===== src/rtl/ysyx_23060278_pkg.sv =====
// Shared constants for the ysyx_23060278 multi-cycle sequencer: the FSM
// state encodings and the default memory-response timeout.
package ysyx_23060278_pkg;

  localparam logic [2:0] ST_FETCH = 3'd0;
  localparam logic [2:0] ST_IWAIT = 3'd1;
  localparam logic [2:0] ST_EXEC  = 3'd2;
  localparam logic [2:0] ST_MWAIT = 3'd3;
  localparam logic [2:0] ST_WB    = 3'd4;
  localparam logic [2:0] ST_HALT  = 3'd5;

  localparam int TIMEOUT_DEFAULT = 255;

  // A legal memory instruction is exactly one of load or store.
  function automatic logic is_mem_op(input logic load, input logic store);
    return load ^ store;
  endfunction

endpackage


===== src/rtl/ysyx_23060278_wdog.sv =====
// Wait-cycle counter for the memory wait states. It is held at zero outside
// a wait state and flags expiry on the TIMEOUT-th consecutive waiting cycle.
module ysyx_23060278_wdog
  import ysyx_23060278_pkg::*;
#(
  parameter int TIMEOUT = TIMEOUT_DEFAULT
) (
  input  logic clk,
  input  logic rst,
  input  logic wait_en,
  output logic expired
);

  localparam int CW = (TIMEOUT > 1) ? $clog2(TIMEOUT) : 1;

  logic [CW-1:0] cnt;

  always_ff @(posedge clk) begin
    if (rst || !wait_en) cnt <= '0;
    else                 cnt <= cnt + CW'(1);
  end

  // cnt counts completed waiting cycles, so the current cycle is number cnt+1.
  assign expired = wait_en && (cnt == CW'(TIMEOUT - 1));

endmodule


===== src/rtl/ysyx_23060278_seq.sv =====
// Multi-cycle instruction sequencer: fetch, execute, optional data access and
// write-back, with a response watchdog and an absorbing halt state.
//
// state | meaning
// FETCH | issue one-cycle instruction fetch request
// IWAIT | wait for instruction data, latch it into IR on arrival
// EXEC  | decode outcome selects memory access, write-back or halt
// MWAIT | wait for data-memory acknowledge
// WB    | update PC, optional register write, count retirement
// HALT  | stopped until reset; err tells why
module ysyx_23060278_seq
  import ysyx_23060278_pkg::*;
#(
  parameter int TIMEOUT = TIMEOUT_DEFAULT
) (
  input  logic        clk,
  input  logic        rst,
  output logic        imem_req,
  input  logic        imem_rvalid,
  output logic        ir_we,
  input  logic        dec_regwrite,
  input  logic        dec_load,
  input  logic        dec_store,
  input  logic        dec_ebreak,
  output logic        dmem_req,
  output logic        dmem_wen,
  input  logic        dmem_ack,
  output logic        pc_we,
  output logic        rf_we,
  output logic        halt,
  output logic        err,
  output logic [31:0] retire_cnt,
  output logic [2:0]  state_o
);

  logic [2:0]  state, state_nx;
  logic        err_nx;
  logic        wait_en, expired;
  logic [31:0] retire_q;

  assign wait_en = (state == ST_IWAIT) || (state == ST_MWAIT);

  ysyx_23060278_wdog #(.TIMEOUT(TIMEOUT)) u_wdog (
    .clk     (clk),
    .rst     (rst),
    .wait_en (wait_en),
    .expired (expired)
  );

  // A response in the expiry cycle wins over the timeout.
  always_comb begin
    state_nx = state;
    err_nx   = err;
    case (state)
      ST_FETCH: state_nx = ST_IWAIT;
      ST_IWAIT: begin
        if (imem_rvalid) state_nx = ST_EXEC;
        else if (expired) begin
          state_nx = ST_HALT;
          err_nx   = 1'b1;
        end
      end
      ST_EXEC: begin
        if (dec_ebreak) state_nx = ST_HALT;
        else if (dec_load && dec_store) begin
          state_nx = ST_HALT;
          err_nx   = 1'b1;
        end
        else if (dec_load || dec_store) state_nx = ST_MWAIT;
        else                            state_nx = ST_WB;
      end
      ST_MWAIT: begin
        if (dmem_ack) state_nx = ST_WB;
        else if (expired) begin
          state_nx = ST_HALT;
          err_nx   = 1'b1;
        end
      end
      ST_WB:   state_nx = ST_FETCH;
      ST_HALT: state_nx = ST_HALT;
      default: begin
        state_nx = ST_HALT;
        err_nx   = 1'b1;
      end
    endcase
  end

  always_ff @(posedge clk) begin
    if (rst) begin
      state    <= ST_FETCH;
      err      <= 1'b0;
      retire_q <= '0;
    end else begin
      state <= state_nx;
      err   <= err_nx;
      if (state == ST_WB) retire_q <= retire_q + 32'd1;
    end
  end

  // Strobes are suppressed while rst is held so the first fetch follows release.
  assign imem_req   = !rst && (state == ST_FETCH);
  assign ir_we      = !rst && (state == ST_IWAIT) && imem_rvalid;
  assign dmem_req   = !rst && (state == ST_EXEC) && !dec_ebreak
                      && is_mem_op(dec_load, dec_store);
  assign dmem_wen   = dmem_req && dec_store;
  assign pc_we      = !rst && (state == ST_WB);
  assign rf_we      = pc_we && dec_regwrite;
  assign halt       = (state == ST_HALT);
  assign retire_cnt = retire_q;
  assign state_o    = state;

endmodule

===== config.mk =====
export PLATFORM = sky130hd
export DESIGN_NAME = ysyx_23060278_seq
export DESIGN_NICKNAME = d
export VERILOG_FILES = /design/src/rtl/ysyx_23060278_pkg.sv /design/src/rtl/ysyx_23060278_wdog.sv /design/src/rtl/ysyx_23060278_seq.sv
export SDC_FILE = /design/constraint.sdc
export NUM_CORES = 1
export LEC_CHECK = 0
export BUFFER_PORTS_ARGS = -buffer_cell sky130_fd_sc_hd__buf_2
export CORE_MARGIN = 4
export CORE_UTILIZATION = 58
export CTS_BUF_LIST = sky130_fd_sc_hd__clkbuf_16
export DETAILED_ROUTE_END_ITERATION = 16
export GPL_TIMING_DRIVEN = 0
export PLACE_DENSITY = 0.92
export RECOVER_POWER = 100
export SYNTH_ARGS = -nofsm -noshare
export SYNTH_HDL_FRONTEND = slang
export SYNTH_SLANG_ARGS = --single-unit

===== constraint.sdc =====
create_clock -name clk -period 4.4 [get_ports clk]
set_input_delay 1.1 -clock clk [delete_from_list [all_inputs] [get_ports clk]]
set_output_delay 1.1 -clock clk [all_outputs]
set_load 0.01 [all_outputs]

# Word-level counts from Yosys, hierarchy flattened

Index checks and enable logic that the tools add are counted.

Add/sub/neg operators: 2
Equality and inequality tests: 10
Mux-type cells: 13
Bitwise operators: 2
Reductions and logical operators: 20

Operators by type and width:

| kind                  | count |
|---|---|
| $add 32x1->32 const B | 1 |
| $mux 3                | 6 |
| $pmux 3 s5            | 1 |
| $logic_and 1x1->1     | 11 |
| $add 8x1->8 const B   | 1 |
| $eq 8x8->1 const B    | 1 |
| $ne 2x2->1 const B    | 4 |
| $eq 3x2->1 const B    | 2 |
| $eq 3x3->1 const B    | 2 |
| $mux 1                | 5 |
| $reduce_and 5->1      | 1 |
| $pmux 1 s4            | 1 |
| $eq 3x1->1 const B    | 1 |
| $logic_not 1->1       | 3 |
| $logic_not 3->1       | 1 |
| $logic_or 1x1->1      | 3 |
| $reduce_or 3->1       | 1 |
| $not 1->1             | 1 |
| $xor 1x1->1           | 1 |

Register bits: 44
Input port bits: 8
Output and inout bits: 43
Word-level logic and storage cells: 51

# Longest topological paths before layout

Gate-level depths: netlist of the first run.

Depth after elaboration: 6
Depth in mapped cells: 6
Gate-level depth less buffers: 6

# Modules after synthesis

From an unflattened synthesis of the first run, not the netlist that was laid out.

Cell total of the unflattened synthesis: 279
Area, all modules: 2,293.4 um^2

By module, submodules not included:

| module             | times used | cells each | area an instance (um^2) |
|---|---|---|---|
| ysyx_23060278_seq  | 1          | 241        | 1,961.9 |
| ysyx_23060278_wdog | 1          | 38         | 331.6 |

# Least setup slack after synthesis of the first run

OpenSTA, ideal clock, no wires.

Path kind: input to output
Start: input dec_store
End: output dmem_wen
Data arrival time: 2.073 ns
Data required time: 3.300 ns
Slack: 1.227 ns
Cell stages on the path: 5
Path buffers: 0
Path through: inv_1 > ha_1 > nor2b_1 > nand3b_1 > nor4_1

Word-level cells in the longest chain between the ends: 3

RTL lines:

| what                | line                     | source |
|---|---|---|
| from (decl)         | ysyx_23060278_seq.sv:23  | `input logic dec_store,` |
| $xor 1x1->1         | ysyx_23060278_pkg.sv:16  | `return load ^ store;` |
| $logic_and 1x1->1   | ysyx_23060278_seq.sv:104 | `&& is_mem_op(dec_load, dec_store);` |
| $logic_and 1x1->1 * | ysyx_23060278_seq.sv:105 | `assign dmem_wen = dmem_req && dec_store;` |
| to (decl)           | ysyx_23060278_seq.sv:26  | `output logic dmem_wen,` |

Mark *: on every way between the ends. The rest lies on a longest branch, timed or not.

# Final worst setup path of the first run

Start: input rst
End: output dmem_wen

Word-level cells in the longest chain between the ends: 5

RTL lines:

| what                            | line                     | source |
|---|---|---|
| from (decl)                     | ysyx_23060278_seq.sv:17  | `input logic rst,` |
| $logic_not 1->1                 | ysyx_23060278_seq.sv:103 | `assign dmem_req = !rst && (state == ST_EXEC) && !dec_ebreak` |
| $logic_and 1x1->1 (2 in series) | ysyx_23060278_seq.sv:103 |  |
| $logic_and 1x1->1               | ysyx_23060278_seq.sv:104 |  |
| $logic_and 1x1->1               | ysyx_23060278_seq.sv:105 |  |

Every way passes these cells.

==> results of run 1 <==
[logic make-up after synthesis]
kind of cell	Yosys count
muxes	11
adders and majority gates	5
xor gates and xnor gates	15
DFF	44
AOI/OAI and AO/OA	36
buffers and inverters	24
and+or+nand+nor	133
[per-layer routing]
metal / share of wire, % / wire length [microns] / vias up / global-route usage, %
met5: 0 / 0 / - / 0
met4: 1.8 / 96 / 0 / 8.51
met3: 7.1 / 383 / 9 / 5.32
met2: 48 / 2610 / 95 / 36.9
met1: 43 / 2320 / 1051 / 26.3
li1: - / - / 1069 / -
[path summary, 6_finish.rpt]
path,endpoint,slack (ns),cells past startpoint
setup / recovery,dmem_wen,0.86,5
hold / removal,err$_SDFFE_PP0P_,0.45,2
setup reg to reg,retire_cnt[29]$_SDFFE_PP0N_,2.00,5
hold reg to reg,err$_SDFFE_PP0P_,0.45,2
[cell usage in the layout, fill, tap and decap left out, drive strengths merged, types with 10 or more instances in the layout]
master / instances
a21oi: 15
nor3: 12
dfxtp: 44
clkbuf: 61
nor2b: 11
inv: 12
nand2: 15
nor2: 35
mux2: 10
nand3: 12
[where the power goes]
part / leakage (uW) / switching [uW] / internal (uW)
Sequential: 0.000355 / 6.24 / 403
Clock: 0.0000804 / 161 / 270
Combinational: 0.000451 / 34.3 / 21.9
[through the flow]
| step | total power [uW] | hold WS [ns] | worst slack (ns) |
|---|---|---|---|
| floorplan | 455 | 0.430 | 1.23 |
| global placement | 473 | 0.435 | 0.981 |
| detailed placement | 475 | 0.443 | 0.956 |
| CTS | 900 | 0.451 | 0.970 |
| global route | 921 | 0.477 | 0.684 |
| finish | 896 | 0.450 | 0.858 |
[cells in the mapped netlist, drive strengths merged]
library cell,number,share of area (%)
a21oi,15,3.3
a221oi,1,0.39
a311oi,1,0.39
a31oi,1,0.28
and2,2,0.56
and3,3,0.84
and4,3,1.2
and4bb,1,0.56
buf,3,0.84
clkbuf,10,1.7
dfxtp,44,39
ha,5,2.8
inv,11,1.8
mux2,10,5.0
mux2i,1,0.45
nand2,15,2.5
nand2b,2,0.56
nand3,12,2.7
nand3b,1,0.33
nand4,8,2.2
nand4bb,1,1.2
nor2,35,5.9
nor2b,11,3.1
nor3,12,2.7
nor3b,2,0.67
nor4,7,2.0
o21ai,9,2.0
o21bai,2,0.67
o2bb2ai,1,0.39
o31ai,5,1.7
o32a,1,0.45
or2,1,0.28
or3,8,2.2
or3b,1,0.39
or4,8,2.8
xnor2,7,2.7
xor2,8,3.1
[registers in the layout, indices dropped and copies added (netlist names)]
name / flops
state_o: 3
err: 1
u_wdog.cnt: 8
retire_cnt: 32
[area by class of cell]
| type | count | area (sq um) |
|---|---|---|
| Multi-Input combinational cell | 200 | 1260 |
| Fill cell | 315 | 1030 |
| Sequential cell | 44 | 881 |
| Timing Repair Buffer | 50 | 196 |
| Clock buffer | 5 | 125 |
| Tap cell | 48 | 60.1 |
| Buffer | 13 | 48.8 |
| Clock inverter | 3 | 46.3 |
| Inverter | 11 | 41.3 |
[tightest hold or removal path: stages, from the launching register on]
cell and delay (ns):
dfxtp_1 0.31, inv_1 0.05, a21oi_1 0.05
==> reports/qor.yml, run 1 <==
grt_pass1_vias: 1955
startpoint: "rst"
die_y_microns: 70.2
gp_congestion: 0.828
dr.pass1.iters: 5
ys_ff_latch: 44
finish.cell_count_without_fillers: 374
num_vias: 2224
hpwl_mm: 3.81
synth_compound_area_share_pct: 9.60
cts_resized: 0
core_sq_um: 3690
yosysUniqueCellTypes: 39
cp_slowest_stage_delay_ns: 0.42
grt_pass1_wl_mm: 8.72
die_w_microns: 70.2
diodes: 0
design_area_sq_um: 2660
min_from: "err$_SDFFE_PP0P_"
p_per_area_nw_per_um2: 337
drv_slew: 0
end_kind: "primary output"
hold_class: "register to register"
rsz0062_at_grt: "no"
fin_crit_ns: 3.54
hold_viol: 0
clkLatencyLatePin_ns: 0.29
via_per_inst: 5.95
setup_viol: 0
wl_per_cell_microns: 14.5
post-route-period-util_pct: 80.5
cpMostUsedCell: "clkbuf_1"
drt_iter0_markers: 136
pin_count: 51
port_buffers: 50
synth.area.mux_share_pct: 5.47
synth_fa_ha_area_share_pct: 2.79
synth_nets: 281
reg2reg_from: "retire_cnt[3]$_SDFFE_PP0N_"
crit_buf_inv: 4
status: "finished, final reports clean"
antenna_found_initial: 0
grtUsageTotal_pct: 21.8
grt_max_degree: 16
syn2layout_area_growth_pct: 18.6
finalNetCount: 338
cts.sinks: 44
cts-htree-levels: 2
syn-instance-count: 268
routed_wl_mm: 5.41
clockBufferDepth: 2
cap_violations: 0
worst_slew_pin_slew_ns: 0.727
ir_drop_mv: 0.213
yosys.area_share.simple_pct: 32.6
rows: 22
slowest_stage: "clkbuf_1"
cp_cell_sequence: "clkbuf_1 -> clkbuf_1 -> clkbuf_1 -> nor4_1 -> clkbuf_1"
clkTransAtPathRegs_ns: 0.06
drcViolationCount: 0
ant_nets: 0
crit_required_ns: 3.30
p_leak_uw: 0.000887
ys_seq_area_share_pct: 39.3
post-route-util_pct: 72.1
grt_overflow: 0
cts_buffers: 5
yosys_warnings: 0
place_area_sq_um: 2550
place_inst: 366
clock_skew_ns: 0.00702
holdBufCountCts: 0
drive_gt1_share_pct: 8.90
relSlewSlack_pct: 51.4
crit_fanout: 10
syn-cell-area_sq_um: 2240
synth.avg_cell_area_sq_um: 8.37
fmax_mhz: 282
fin_setup_tns_ns: 0
root_buffer: "clkbuf_16"
arrival_ns: 2.44
synth_top_family_by_area: "simple AND/OR/NAND/NOR gates"
crit_path_start_kind: "input port"
cts_tree: "built"
cp_top_family: "buffers and inverters"
path_class: "input port to primary output"
post_cts_buffers: 0
die_area_sq_um: 4920
initial_utilization_pct: 60.8
synth_xor_area_share_pct: 5.86
(Power assumes the default switching activity.)
==> run 2: changes to the inputs <==
--- a/config.mk
+++ b/config.mk
@@ -7,11 +7,11 @@
 export LEC_CHECK = 0
 export BUFFER_PORTS_ARGS = -buffer_cell sky130_fd_sc_hd__buf_2
 export CORE_MARGIN = 4
-export CORE_UTILIZATION = 58
+export CORE_UTILIZATION = 48
 export CTS_BUF_LIST = sky130_fd_sc_hd__clkbuf_16
 export DETAILED_ROUTE_END_ITERATION = 16
 export GPL_TIMING_DRIVEN = 0
-export PLACE_DENSITY = 0.92
+export PLACE_DENSITY = 0.82
 export RECOVER_POWER = 100
 export SYNTH_ARGS = -nofsm -noshare
 export SYNTH_HDL_FRONTEND = slang
==> constraint.sdc (replaced) <==
create_clock -name clk -period 3.2 [get_ports clk]
set_input_delay 0.8 -clock clk [delete_from_list [all_inputs] [get_ports clk]]
set_output_delay 0.8 -clock clk [all_outputs]
set_load 0.01 [all_outputs]
==> reports/qor.yml, run 2 (synthesis results as in run 1) <==
num_vias: 2130  # -4.2%
grt_pass1_wl_mm: 9.15  # +4.9%
ant_nets: 0  # unchanged
wl_per_cell_microns: 13.9  # -3.8%
via_per_inst: 5.63  # -5.2%
whs_endpoint: "err$_SDFFE_PP0P_"
ir_drop_mv: 0.185  # -13%
port_buffers: 50  # unchanged
rsz0062_at_grt: "no"
multiInputGateArea_sq_um: 1260  # unchanged
grt_overflow: 0  # unchanged
fin_crit_ns: 2.92
cts-htree-levels: 2  # unchanged
final_common_cell: "clkbuf_1"
hold-path-cell-count: 2  # unchanged
cap_violations: 0  # unchanged
path_class: "input port to primary output"
routed_wl_mm: 5.26  # -2.8%
holdBufCountCts: 0  # unchanged
final_cell_mix: "clkbuf_1, dfxtp_1, nor2_1"
hold_class: "register to register"
hpwl_mm: 3.85  # +1.0%
reg2reg_to: "retire_cnt[25]$_SDFFE_PP0N_"
dp_slack_ns: 0.392  # -0.564 ns
crit_required_ns: 2.40  # -0.90 ns
seq_area_sq_um: 881  # unchanged
min_from: "err$_SDFFE_PP0P_"
setup_ws_ns: 0.282  # -0.576 ns
crit_fanout: 10  # unchanged
worst_slew_pin_slew_ns: 0.861  # +0.134 ns
finalNetCount: 338  # unchanged
status: "finished, final reports clean"
drive_gt1_share_pct: 7.98  # -0.92 points
gp_congestion: 0.843  # +1.9%
clockBufferDepth: 2  # unchanged
finish.cell_count_without_fillers: 378  # +1.1%
syn2layout_area_growth_pct: 17.4
p_per_area_nw_per_um2: 428  # +27%
crit_path_start_kind: "input port"
largest_reg_flops: 32  # unchanged
grt_max_degree: 14  # -2
grtUsageTotal_pct: 18.9  # -2.8 points
reg2reg_depth: 5  # unchanged
arrival_ns: 2.12  # -0.32 ns
diodes: 0  # unchanged
cts_tree: "built"
hold_viol: 0  # unchanged
p_total_uw: 1130  # +26%
p_leak_uw: 0.000880  # -0.77%
post_cts_buffers: 0  # unchanged
root_buffer: "clkbuf_16"
rows: 24  # +9.1%
initial_utilization_pct: 50.5  # -10 points
clock_skew_ns: 0.00576  # -0.00127 ns
grt_pass1_vias: 2006  # +2.6%
fin_setup_tns_ns: 0  # unchanged
cts.sinks: 44  # unchanged
fmax_mhz: 343
fillers: 449  # +43%
cts_buffers: 5  # unchanged
place_inst: 370  # +1.1%
cts_resized: 0  # unchanged
post-route-period-util_pct: 91.2
end_kind: "primary output"
drcViolationCount: 0  # unchanged
dr.pass1.iters: 4  # -1
core_sq_um: 4440  # +20%
drv_slew: 0  # unchanged
clkTransAtPathRegs_ns: 0.06  # about the same
r2r_slack_ns: 0.91  # -1.09 ns
die_y_microns: 76.3  # +8.8%
die_area_sq_um: 5830  # +18%
reg2reg_from: "state_o[1]$_SDFF_PP0_"
drt_iter0_markers: 165  # +21%
antenna_found_initial: 0  # unchanged
relSlewSlack_pct: 42.5  # -8.9 points
die_w_microns: 76.3  # +8.8%
clkLatencyLatePin_ns: 0.29  # about the same
setup_viol: 0  # unchanged
pin_count: 51  # unchanged
[run 2: how the worst max path moves through the flow]
stage	startpoint	end	depth (start not counted)
after CTS	rst	imem_req	5
after global routing	rst	imem_req	5
after global placement	rst	dmem_req	5
after floorplan	dec_store	dmem_wen	5
final	rst	dmem_req	5
after detailed placement	rst	dmem_req	5
[run 2: worst max-delay path: stages]
cell	delay (ns)
clkbuf_1	0.24
clkbuf_1	0.40
clkbuf_1	0.43
nor3_1	0.10
clkbuf_1	0.15
[run 2: cell type report]
type	count	area share, %
Buffer	13	1.85
Clock buffer	5	4.76
Clock inverter	3	0.523
Inverter	11	1.57
Multi-Input combinational cell	200	47.9
Sequential cell	44	33.5
Tap cell	52	2.47
Timing Repair Buffer	50	7.47
[run 2: through the flow]
step                instance area (sq um)  util, %  hold WS, ns
CTS                                  2700     60.7        0.450
global placement                     2560     57.5        0.435
global route                         2630     59.2        0.474
detailed placement                   2560     57.5        0.442
finish                               2630     59.2        0.448
floorplan                            2240        -        0.430
[run 2: report_power, final]
group / switching (uW) / internal (uW) / leakage (uW)
clock: 203 / 283 / 0.0000710
sequential: 8.64 / 554 / 0.000355
combinational: 47.2 / 30.0 / 0.000454
total: 259 / 868 / 0.000880
[run 2: per-layer routing]
metal / track usage (%) / up-vias / routed length (microns)
li1: - / 1062 / -
met1: 23.7 / 1012 / 2430
met2: 30.9 / 49 / 2490
met3: 4.61 / 7 / 254
met4: 8.33 / 0 / 93
met5: 0 / - / 0
